===== src/rtl/uart_rx_pkg.sv =====
// uart_rx_pkg: shared types and constants for the UART receive path.
//   rx_state_e : receiver FSM states (IDLE, START, DATA, PARITY, STOP)
//   MIN_DIV    : smallest usable clocks-per-bit value
//   fifo_aw()  : address width for a power-of-2 FIFO depth
package uart_rx_pkg;

  typedef enum logic [2:0] {
    IDLE,
    START,
    DATA,
    PARITY,
    STOP
  } rx_state_e;

  localparam int unsigned MIN_DIV = 4;

  function automatic int unsigned fifo_aw(input int unsigned depth);
    return $clog2(depth);
  endfunction

endpackage


===== src/rtl/uart_rx_fifo.sv =====
// uart_rx_fifo: synchronous first-word-fall-through FIFO.
//   clk, rst       : clock, synchronous active-high reset
//   push/push_data : write request; accepted when not full, or full with a pop
//   pop            : read request; ignored while empty
//   pop_data       : head entry (0 while empty)
//   full/empty     : occupancy flags
//   count          : occupied entries, 0..DEPTH
module uart_rx_fifo
  import uart_rx_pkg::*;
#(
  parameter int unsigned WIDTH = 8,
  parameter int unsigned DEPTH = 4
) (
  input  logic                       clk,
  input  logic                       rst,
  input  logic                       push,
  input  logic [WIDTH-1:0]           push_data,
  input  logic                       pop,
  output logic [WIDTH-1:0]           pop_data,
  output logic                       full,
  output logic                       empty,
  output logic [fifo_aw(DEPTH):0]    count
);

  localparam int unsigned AW = fifo_aw(DEPTH);

  logic [WIDTH-1:0] mem [DEPTH];
  logic [AW-1:0]    wr_ptr;
  logic [AW-1:0]    rd_ptr;
  logic             push_ok;
  logic             pop_ok;

  assign full     = (count == (AW+1)'(DEPTH));
  assign empty    = (count == '0);
  assign pop_ok   = pop & ~empty;
  // A full FIFO still accepts a write when the head leaves in the same cycle.
  assign push_ok  = push & (~full | pop_ok);
  assign pop_data = empty ? '0 : mem[rd_ptr];

  always_ff @(posedge clk) begin
    if (push_ok) begin
      mem[wr_ptr] <= push_data;
    end
  end

  // Pointers wrap naturally because DEPTH is a power of 2.
  always_ff @(posedge clk) begin
    if (rst) begin
      wr_ptr <= '0;
      rd_ptr <= '0;
      count  <= '0;
    end else begin
      if (push_ok) wr_ptr <= wr_ptr + AW'(1);
      if (pop_ok)  rd_ptr <= rd_ptr + AW'(1);
      if (push_ok && !pop_ok)      count <= count + (AW+1)'(1);
      else if (pop_ok && !push_ok) count <= count - (AW+1)'(1);
    end
  end

endmodule


===== src/rtl/uart_rx.sv =====
// uart_rx: UART receiver with FWFT receive FIFO and sticky error flags.
//   wb_clk_i, wb_rst_i : clock, synchronous active-high reset
//   clk_div            : clocks per bit (values below MIN_DIV act as MIN_DIV)
//   rx_i               : asynchronous serial input, idle high
//   rx_data/rx_valid   : FIFO head and non-empty flag; popped by rx_ready
//   fifo_count         : FIFO occupancy
//   frame_err, overrun, parity_err : sticky, cleared by err_clr
//   irq                : any of rx_valid or the error flags
// Build option: define UART_RX_PARITY_EN for an even-parity bit between data
// and stop; otherwise 8N1 and parity_err is held at 0.
module uart_rx
  import uart_rx_pkg::*;
#(
  parameter int unsigned DATA_BITS  = 8,
  parameter int unsigned FIFO_DEPTH = 4,
  parameter int unsigned DIV_W      = 16
) (
  input  logic                          wb_clk_i,
  input  logic                          wb_rst_i,
  input  logic [DIV_W-1:0]              clk_div,
  input  logic                          rx_i,
  output logic [DATA_BITS-1:0]          rx_data,
  output logic                          rx_valid,
  input  logic                          rx_ready,
  output logic [fifo_aw(FIFO_DEPTH):0]  fifo_count,
  output logic                          frame_err,
  output logic                          overrun,
  output logic                          parity_err,
  input  logic                          err_clr,
  output logic                          irq
);

  localparam int unsigned BCW = $clog2(DATA_BITS + 1);

  logic                 rx_s1;
  logic                 rx_s2;
  logic                 rx_prev;
  rx_state_e            state;
  logic [DIV_W-1:0]     cnt;
  logic [BCW-1:0]       bit_cnt;
  logic [DATA_BITS-1:0] shreg;
  logic                 par_bad;
  logic [DIV_W-1:0]     div_eff;
  logic                 tick;
  logic                 push;
  logic                 stop_bad;
  logic                 full;
  logic                 empty;

  assign div_eff  = (clk_div < DIV_W'(MIN_DIV)) ? DIV_W'(MIN_DIV) : clk_div;
  assign tick     = (cnt == DIV_W'(1));
  assign push     = (state == STOP) && tick && rx_s2 && !par_bad;
  assign stop_bad = (state == STOP) && tick && !rx_s2;

  always_ff @(posedge wb_clk_i) begin
    if (wb_rst_i) begin
      rx_s1   <= 1'b1;
      rx_s2   <= 1'b1;
      rx_prev <= 1'b1;
    end else begin
      rx_s1   <= rx_i;
      rx_s2   <= rx_s1;
      rx_prev <= rx_s2;
    end
  end

  // The counter is loaded with N and the line is sampled on the cycle it
  // reads 1, i.e. N cycles after the load.
  always_ff @(posedge wb_clk_i) begin
    if (wb_rst_i) begin
      state   <= IDLE;
      cnt     <= '0;
      bit_cnt <= '0;
      shreg   <= '0;
      par_bad <= 1'b0;
    end else begin
      case (state)
        IDLE: begin
          if (rx_prev && !rx_s2) begin
            state <= START;
            cnt   <= div_eff >> 1;
          end
        end
        START: begin
          if (tick) begin
            if (rx_s2) begin
              state <= IDLE;
            end else begin
              state   <= DATA;
              cnt     <= div_eff;
              bit_cnt <= '0;
              par_bad <= 1'b0;
            end
          end else begin
            cnt <= cnt - DIV_W'(1);
          end
        end
        DATA: begin
          if (tick) begin
            shreg <= {rx_s2, shreg[DATA_BITS-1:1]};
            cnt   <= div_eff;
            if (bit_cnt == BCW'(DATA_BITS - 1)) begin
`ifdef UART_RX_PARITY_EN
              state <= PARITY;
`else
              state <= STOP;
`endif
            end else begin
              bit_cnt <= bit_cnt + BCW'(1);
            end
          end else begin
            cnt <= cnt - DIV_W'(1);
          end
        end
        PARITY: begin
          if (tick) begin
            par_bad <= rx_s2 ^ (^shreg);
            state   <= STOP;
            cnt     <= div_eff;
          end else begin
            cnt <= cnt - DIV_W'(1);
          end
        end
        STOP: begin
          if (tick) begin
            state <= IDLE;
          end else begin
            cnt <= cnt - DIV_W'(1);
          end
        end
        default: state <= IDLE;
      endcase
    end
  end

  // Sticky flags: a set in the same cycle as err_clr wins.
  always_ff @(posedge wb_clk_i) begin
    if (wb_rst_i) begin
      frame_err <= 1'b0;
      overrun   <= 1'b0;
    end else begin
      if (stop_bad)                      frame_err <= 1'b1;
      else if (err_clr)                  frame_err <= 1'b0;
      if (push && full && !rx_ready)     overrun   <= 1'b1;
      else if (err_clr)                  overrun   <= 1'b0;
    end
  end

`ifdef UART_RX_PARITY_EN
  always_ff @(posedge wb_clk_i) begin
    if (wb_rst_i) begin
      parity_err <= 1'b0;
    end else if ((state == STOP) && tick && par_bad) begin
      parity_err <= 1'b1;
    end else if (err_clr) begin
      parity_err <= 1'b0;
    end
  end
`else
  assign parity_err = 1'b0;
`endif

  uart_rx_fifo #(
    .WIDTH (DATA_BITS),
    .DEPTH (FIFO_DEPTH)
  ) u_fifo (
    .clk       (wb_clk_i),
    .rst       (wb_rst_i),
    .push      (push),
    .push_data (shreg),
    .pop       (rx_ready),
    .pop_data  (rx_data),
    .full      (full),
    .empty     (empty),
    .count     (fifo_count)
  );

  assign rx_valid = ~empty;
  assign irq      = rx_valid | frame_err | overrun | parity_err;

endmodule


===== config.mk =====
export PLATFORM = sky130hd
export DESIGN_NAME = uart_rx
export DESIGN_NICKNAME = d
export VERILOG_FILES = /design/src/rtl/uart_rx_pkg.sv /design/src/rtl/uart_rx_fifo.sv /design/src/rtl/uart_rx.sv
export SDC_FILE = /design/constraint.sdc
export NUM_CORES = 1
export LEC_CHECK = 0
export CORE_ASPECT_RATIO = 0.9
export CORE_MARGIN = 5
export CORE_UTILIZATION = 57
export DETAILED_ROUTE_END_ITERATION = 16
export PLACE_DENSITY = 0.79
export SETUP_SLACK_MARGIN = 0.3
export SLEW_MARGIN = 25
export SYNTH_ARGS = -nofsm -noshare
export SYNTH_HDL_FRONTEND = slang
export SYNTH_SLANG_ARGS = --single-unit

===== constraint.sdc =====
create_clock -name wb_clk_i -period 3.38 [get_ports wb_clk_i]
set_input_delay 1.014 -clock wb_clk_i [delete_from_list [all_inputs] [get_ports wb_clk_i]]
set_output_delay 1.014 -clock wb_clk_i [all_outputs]
set_load 0.01 [all_outputs]

==> results of run 1 <==
[where the power goes]
part / internal (mW) / total, mW / switching (mW)
logic: 0.438 / 0.827 / 0.389
registers: 1.02 / 1.11 / 0.0805
clock network: 0.350 / 0.709 / 0.359
total: 1.81 / 2.64 / 0.829
[placed cells by master (no fill, tap or decap), types with 2 or more instances in the layout]
master	n
xor2_1	6
or2_2	7
clkdlybuf4s50_1	35
nor4_4	2
nand3_1	14
inv_1	10
a22o_1	7
and2_1	12
clkbuf_8	9
dfxtp_1	45
buf_4	7
mux2i_1	4
o21ai_0	38
or3_1	4
nand2_1	35
inv_6	4
xnor2_1	7
nor4_1	6
nand2b_1	6
nor2b_1	5
or4_1	2
nor4b_1	2
ha_1	8
nor3_1	14
a31oi_1	4
nor2_1	35
mux4_2	8
edfxtp_1	32
a22oi_1	5
nand4_1	5
a221oi_1	2
a21oi_1	31
o21a_1	3
[cell type report]
class	instances	area, sq um
fillers	524	2085
multi-input cells	292	1897
flip-flops and latches	78	1886
repair buffers	42	402.9
clock buffers	9	123.9
well taps	90	112.6
clock inverters	7	77.57
inverters	10	37.54
[metrics by stage]
stage	hold WS, ns	worst slack, ns	power [mW]	cells	cell area (sq um)
finish	0.4151	0.3939	2.642	528	4537
global route	0.4525	0.2958	2.783	528	4537
CTS	0.4152	0.3247	2.653	528	4531
detailed placement	0.3945	0.09142	1.932	512	4320
global placement	0.3991	0.1663	1.914	512	4320
floorplan	0.3895	0.4401	1.589	402	3897
[critical path, stage by stage, from the launching register on]
cell             delay (ns)
dfxtp_1                0.37
or3_4                  0.46
or3_1                  0.32
clkdlybuf4s50_1        0.48
[worst min-delay path by stage]
| stage | from | endpoint | slack [ns] | cells past startpoint |
|---|---|---|---|---|
| after detailed placement | rx_s1 | rx_s2 | 0.39 | 1 |
| after floorplan | rx_s1 | rx_s2 | 0.39 | 1 |
| after global routing | rx_s1 | rx_s2 | 0.45 | 1 |
| final | rx_s1 | rx_s2 | 0.42 | 1 |
| after global placement | rx_s1 | rx_s2 | 0.40 | 1 |
| after CTS | rx_s1 | rx_s2 | 0.42 | 1 |
[routing by layer]
metal / global-route usage, % / wire length (um) / share of wire (%)
met2: 32.64 / 3951 / 47
met4: 6.888 / 76 / 0.90
met1: 28.15 / 3907 / 46
met3: 4.177 / 492 / 5.8
met5: 0 / 0 / 0
[state kept, by name, summed over array words and instances, names as in the netlist, 2 cells and up, named ones only]
signal         cells
u_fifo.mem        32
state              3
cnt               16
u_fifo.wr_ptr      2
u_fifo.rd_ptr      2
bit_cnt            4
u_fifo.count       3
shreg              8
[cells in the mapped netlist, types with 4 or more instances]
library cell and n:
a31oi_1 4, nor2b_1 5, edfxtp_1 32, nand4_1 5
nor3_1 14, nor2_1 35, dfxtp_1 46, or3_1 5
mux4_2 8, clkbuf_1 17, ha_1 8, or2_2 7
a21oi_1 31, mux2i_1 4, nand2b_1 6, xor2_1 6
nand3_1 14, nand2_1 35, inv_1 10, nor4_1 6
and2_1 12, xnor2_1 7, a22o_1 7, a22oi_1 5
o21ai_0 38
[timing repair]
item	CTS	global route
setup endpoints to repair	9	2
pin swaps	0	1
setup buffers	0	0
resized for setup	3	1
hold buffers	0	0
[kinds of logic (layout without fill, tap and decap cells)]
family,after synthesis,count (layout)
adder cells (fa/ha/maj),9,9
AND/OR/NAND/NOR,158,158
other,1,1
multiplexers,13,13
flip-flops,78,78
XOR/XNOR,13,13
AO/OA/AOI/OAI,98,98
buffers and inverters,32,68
==> summary.md, run 1 <==
| Metric | Value |
|---|---|
| # Max-Cap Violations | `0` |
| Top-level I/O count | `37` |
| Final period utilization | `88.35%` |
| Max Root-Sink Buffers | `2` |
| Synth Area in Compound Gates | `14.80%` |
| Area leader, netlist | `edfxtp_1` |
| Router iterations before antenna repair | `6` |
| Cells after synthesis | `402` |
| Flops & latches, synth | `78` |
| Status | `completed` |
| First-pass GRT wire length | `13,890 um` |
| Cell Area, Synth | `3897 sq um` |
| Port Buffers | `35` |
| CP arrival | `1.97 ns` |
| Die footprint | `8594 sq um` |
| CTS Buf Count | `9` |
| Diode count | `0` |
| Syn nets | `432` |
| Critical path class | `register to output port` |
| Vias | `3,106` |
| Layout Utilization | `68.52%` |
| Worst R2R Setup Slack | `0.47 ns` |
| Synth area leaders | `edfxtp_1 (25%), dfxtp_1 (24%), o21ai_0 (4.9%)` |
| Required time at the worst-slack endpoint | `2.37 ns` |
| Reg2Reg Launch Point | `cnt[11]` |
| Crit path capture | `irq` |
| HPWL after DPL | `5984 um` |
| Relative slew margins | `50.16%` |
| P&R area growth vs syn | `16.40%` |
| Yosys warning total | `0` |
| Register area share after synthesis | `48.28%` |
| Synth Area in Adders | `3.082%` |
| Post-synth EDFFs | `32` |
| Predominant post-synthesis flop cell | `dfxtp_1` |
| GRT overflow | `0` |
| Synth top area share | `24.65%` |
| Setup TNS | `0 ns` |
| ANT nets after route | `0` |
| Crit end category | `output port` |
| Largest family of logic cells by synthesized area | `simple AND/OR/NAND/NOR gates` |
| Xor/xnor cell area share of the yosys netlist | `2.921%` |
| Max Clock Skew | `0.01340 ns` |
| Share of layout cells above drive strength 1 | `11.87%` |
| All-Layer GR Usage | `20.40%` |
| Clock Tree Root | `clkbuf_8` |
| Post-Synth Simple-Gate Area | `21.54%` |
| Clock slew at reported path FFs | `0.09 ns` |
| CTS sink count | `78` |
| Mux contribution to synthesized area | `5.939%` |
| Synthesized area per cell | `9.695 sq um` |
| Final Wtd Congestion | `0.9317` |
| Pin count of the biggest net entering global routing | `34` |
| Drt total wl | `8429 um` |
| Crit start category | `register` |
| Drc violations | `0` |
| Die Span Y | `88.45 um` |
| Core area | `6621 sq um` |
| Post-synthesis async set-or-reset flop share | `0%` |
| Via density | `5.883` |
| Peak supply drop | `0.0003608 V` |
| Vias in the first global route | `2,849` |
| CTS tree | `built` |
| Number of distinct library cells after synthesis | `52` |
| R2r endpoint | `u_fifo.count[2]` |
| Worst slew pin tran | `0.7449 ns` |
| CP Max Fanout | `12` |
| Fmax achieved | `0.3349 GHz` |
| Worst Setup SP | `u_fifo.count[1]` |
| Clock Latency Late Sink | `0.35 ns` |
| Nets@finish | `463` |
| Static leakage | `1.556 nW` |
| Die Wd | `97.17 um` |
| Pwr dens | `582.3 nW/um^2` |
| Row count | `28` |
| CTS H-Tree Depth | `3` |
| Pins Over Slew Limit | `0` |
| Min-Delay Path Class | `register to register` |
| Initial DRC Count | `236` |
| Starting Density | `58.86%` |
| Avg WL per Cell | `15.96 um` |
| Initial antenna violation count | `0` |
| R2r worst-path depth | `9` |
| # setup viols final | `0` |
| Unrepaired setup endpoints after global routing | `true` |
| Min Tclk post-route | `2.986 ns` |
| Final Hold Viols | `0` |
Power figures use the tool's default switching activity.
==> run 2, diff against run 1 <==
--- a/config.mk
+++ b/config.mk
@@ -10,6 +10,7 @@
 export CORE_UTILIZATION = 57
 export DETAILED_ROUTE_END_ITERATION = 16
 export PLACE_DENSITY = 0.79
+export RECOVER_POWER = 100
 export SETUP_SLACK_MARGIN = 0.3
 export SLEW_MARGIN = 25
 export SYNTH_ARGS = -nofsm -noshare
==> summary.md, run 2 (synthesized netlist as in run 1, its figures left out) <==
| Metric | Value |
|---|---|
| Status | `completed` |
| CTS Hold Bufs | `0 (unchanged)` |
| Crit end category | `output port` |
| All-Layer GR Usage | `20.40% (unchanged)` |
| Commonest non-fill, non-tap cells in the layout | `dfxtp_1 (45), o21ai_0 (38), nor2_1 (35), nand2_1 (35), edfxtp_1 (32)` |
| Top-level I/O count | `37 (unchanged)` |
| CP arrival | `2.10 ns (+0.13 ns)` |
| First-pass GRT wire length | `13,890 um (unchanged)` |
| Crit start category | `register` |
| Avg WL per Cell | `15.85 um (-0.72%)` |
| Pin count of the biggest net entering global routing | `34 (unchanged)` |
| Final period utilization | `92.20% (+3.9 points)` |
| Die Wd | `97.17 um (unchanged)` |
| FILL cells | `531 (+1.3%)` |
| CTS Buf Count | `9 (unchanged)` |
| Port Buffers | `35 (unchanged)` |
| Initial DRC Count | `248 (+5.1%)` |
| Largest registers | `u_fifo.mem x32, cnt x16, shreg x8` |
| Final setup margin | `0.2636 ns (-0.1303 ns)` |
| Met3 usage | `4.177% (unchanged)` |
| Core area | `6621 sq um (unchanged)` |
| Relative slew margins | `1.109% (-49 points)` |
| GRT overflow | `0 (unchanged)` |
| Grt peak-use layer | `met2` |
| Critical path class | `register to output port` |
| Die footprint | `8594 sq um (unchanged)` |
| Drt total wl | `8368 um (-0.72%)` |
| Most common cell after layout, fill and taps aside | `dfxtp_1` |
| CTS sink count | `78 (unchanged)` |
| ANT nets after route | `0 (unchanged)` |
| CP Max Fanout | `12 (unchanged)` |
| # setup viols final | `0 (unchanged)` |
| P&R area growth vs syn | `15.51%` |
| Clock Latency Late Sink | `0.35 ns (about the same)` |
| Nets@finish | `463 (unchanged)` |
| Final Hold Viols | `0 (unchanged)` |
| Met2 usage | `32.64% (unchanged)` |
| Pins Over Slew Limit | `0 (unchanged)` |
| Vias in the first global route | `2,849 (unchanged)` |
| Pwr dens | `577.9 nW/um^2 (-0.76%)` |
| Drc violations | `0 (unchanged)` |
| Required time at the worst-slack endpoint | `2.37 ns (about the same)` |
| Final Wtd Congestion | `0.9317 (unchanged)` |
| CTS tree | `built` |
| Clock Tree Root | `clkbuf_8` |
| Largest register FFs | `32 (unchanged)` |
| HPWL after DPL | `5984 um (unchanged)` |
| Clock slew at reported path FFs | `0.09 ns (about the same)` |
| Diode count | `0 (unchanged)` |
| Worst slew pin tran | `1.483 ns (+0.7385 ns)` |
| Largest Register | `u_fifo.mem` |
| Unrepaired setup endpoints after global routing | `true` |
| Row count | `28 (unchanged)` |
| Router iterations before antenna repair | `5 (-1)` |
| Max Clock Skew | `0.01374 ns (+0.0003346 ns)` |
| Starting Density | `58.86% (unchanged)` |
| Min-Delay Path Class | `register to register` |
| Pre-CTS setup slack | `0.09142 ns (unchanged)` |
| Via density | `5.780 (-1.7%)` |
| Met1 Track Usage GR | `28.15% (unchanged)` |
| Static leakage | `1.564 nW (+0.48%)` |
| CTS H-Tree Depth | `3 (unchanged)` |
| Layout Utilization | `67.99% (-0.53 points)` |
| Setup TNS | `0 ns (unchanged)` |
| Peak supply drop | `0.0003322 V (-7.9%)` |
| Vias | `3,052 (-1.7%)` |
| Min Tclk post-route | `3.116 ns (+0.1303 ns)` |
| Max Root-Sink Buffers | `2 (unchanged)` |
| Post-CTS Setup Repair Bufs | `0 (unchanged)` |
| # Max-Cap Violations | `0 (unchanged)` |
| Initial antenna violation count | `0 (unchanged)` |
| Fmax achieved | `0.3209 GHz (-4.2%)` |
| Share of layout cells above drive strength 1 | `10.50% (-1.4 points)` |
| Die Span Y | `88.45 um (unchanged)` |
run 2: cell types whose count changed in the layout (fill, tap and decap cells not counted), moves of 4 or more:
cell / before / now
and2_0: 0 / 7
clkbuf_1: 0 / 4
clkdlybuf4s50_1: 35 / 24
and2_1: 12 / 5
buf_4: 7 / 3
dlygate4sd3_1: 0 / 11
run 2: worst paths after layout:
path	from	to	slack, ns	cells after the start
worst max register to register	cnt[11]	u_fifo.count[2]	0.35	9
worst min-delay path	rx_s1	rx_s2	0.41	1
worst max-delay path	u_fifo.count[1]	irq	0.26	3
worst min register to register	rx_s1	rx_s2	0.41	1
run 2: report_power, final:
part | internal [mW] | switching, mW | total [mW]
sequential | 1.03 | 0.0779 | 1.10
clock | 0.350 | 0.362 | 0.712
combinational | 0.401 | 0.386 | 0.787
total | 1.78 | 0.825 | 2.60
run 2: final cells by class:
type                    instances  area, sq um  share of cell area, %
clock buffers                   9        123.9                  2.752
clock inverters                 7        77.57                  1.723
multi-input cells             292         1877                  41.69
flip-flops and latches         78         1886                  41.88
repair buffers                 42        387.9                  8.616
well taps                      90        112.6                  2.501
inverters                      10        37.54                 0.8338
run 2: layer usage:
metal  share of wire [%]  vias to the layer above
li1                    -                     1517
met1                  46                     1427
met2                  46                       96
met3                 5.9                       12
met4                 1.6                        0
met5                   0                        -
run 2: critical path: stages (launching register included):
cell,delay (ns)
dfxtp_1,0.36
or3_1,0.54
or3_1,0.36
clkdlybuf4s50_1,0.48
run 2: per-stage QoR:
step	instances	total power, mW	hold WS [ns]	instance area, sq um
4_1_cts	528	2.653	0.4152	4531
3_3_place_gp	512	1.914	0.3991	4320
5_1_grt	528	2.741	0.4525	4502
6_report	528	2.602	0.4148	4502
3_5_place_dp	512	1.932	0.3945	4320
2_1_floorplan	402	1.589	0.3895	3897
run 2: repair_timing:
item / CTS / global route
gates resized for setup: 3 / 1
pin swaps: 0 / 1
setup endpoints to repair: 9 / 2
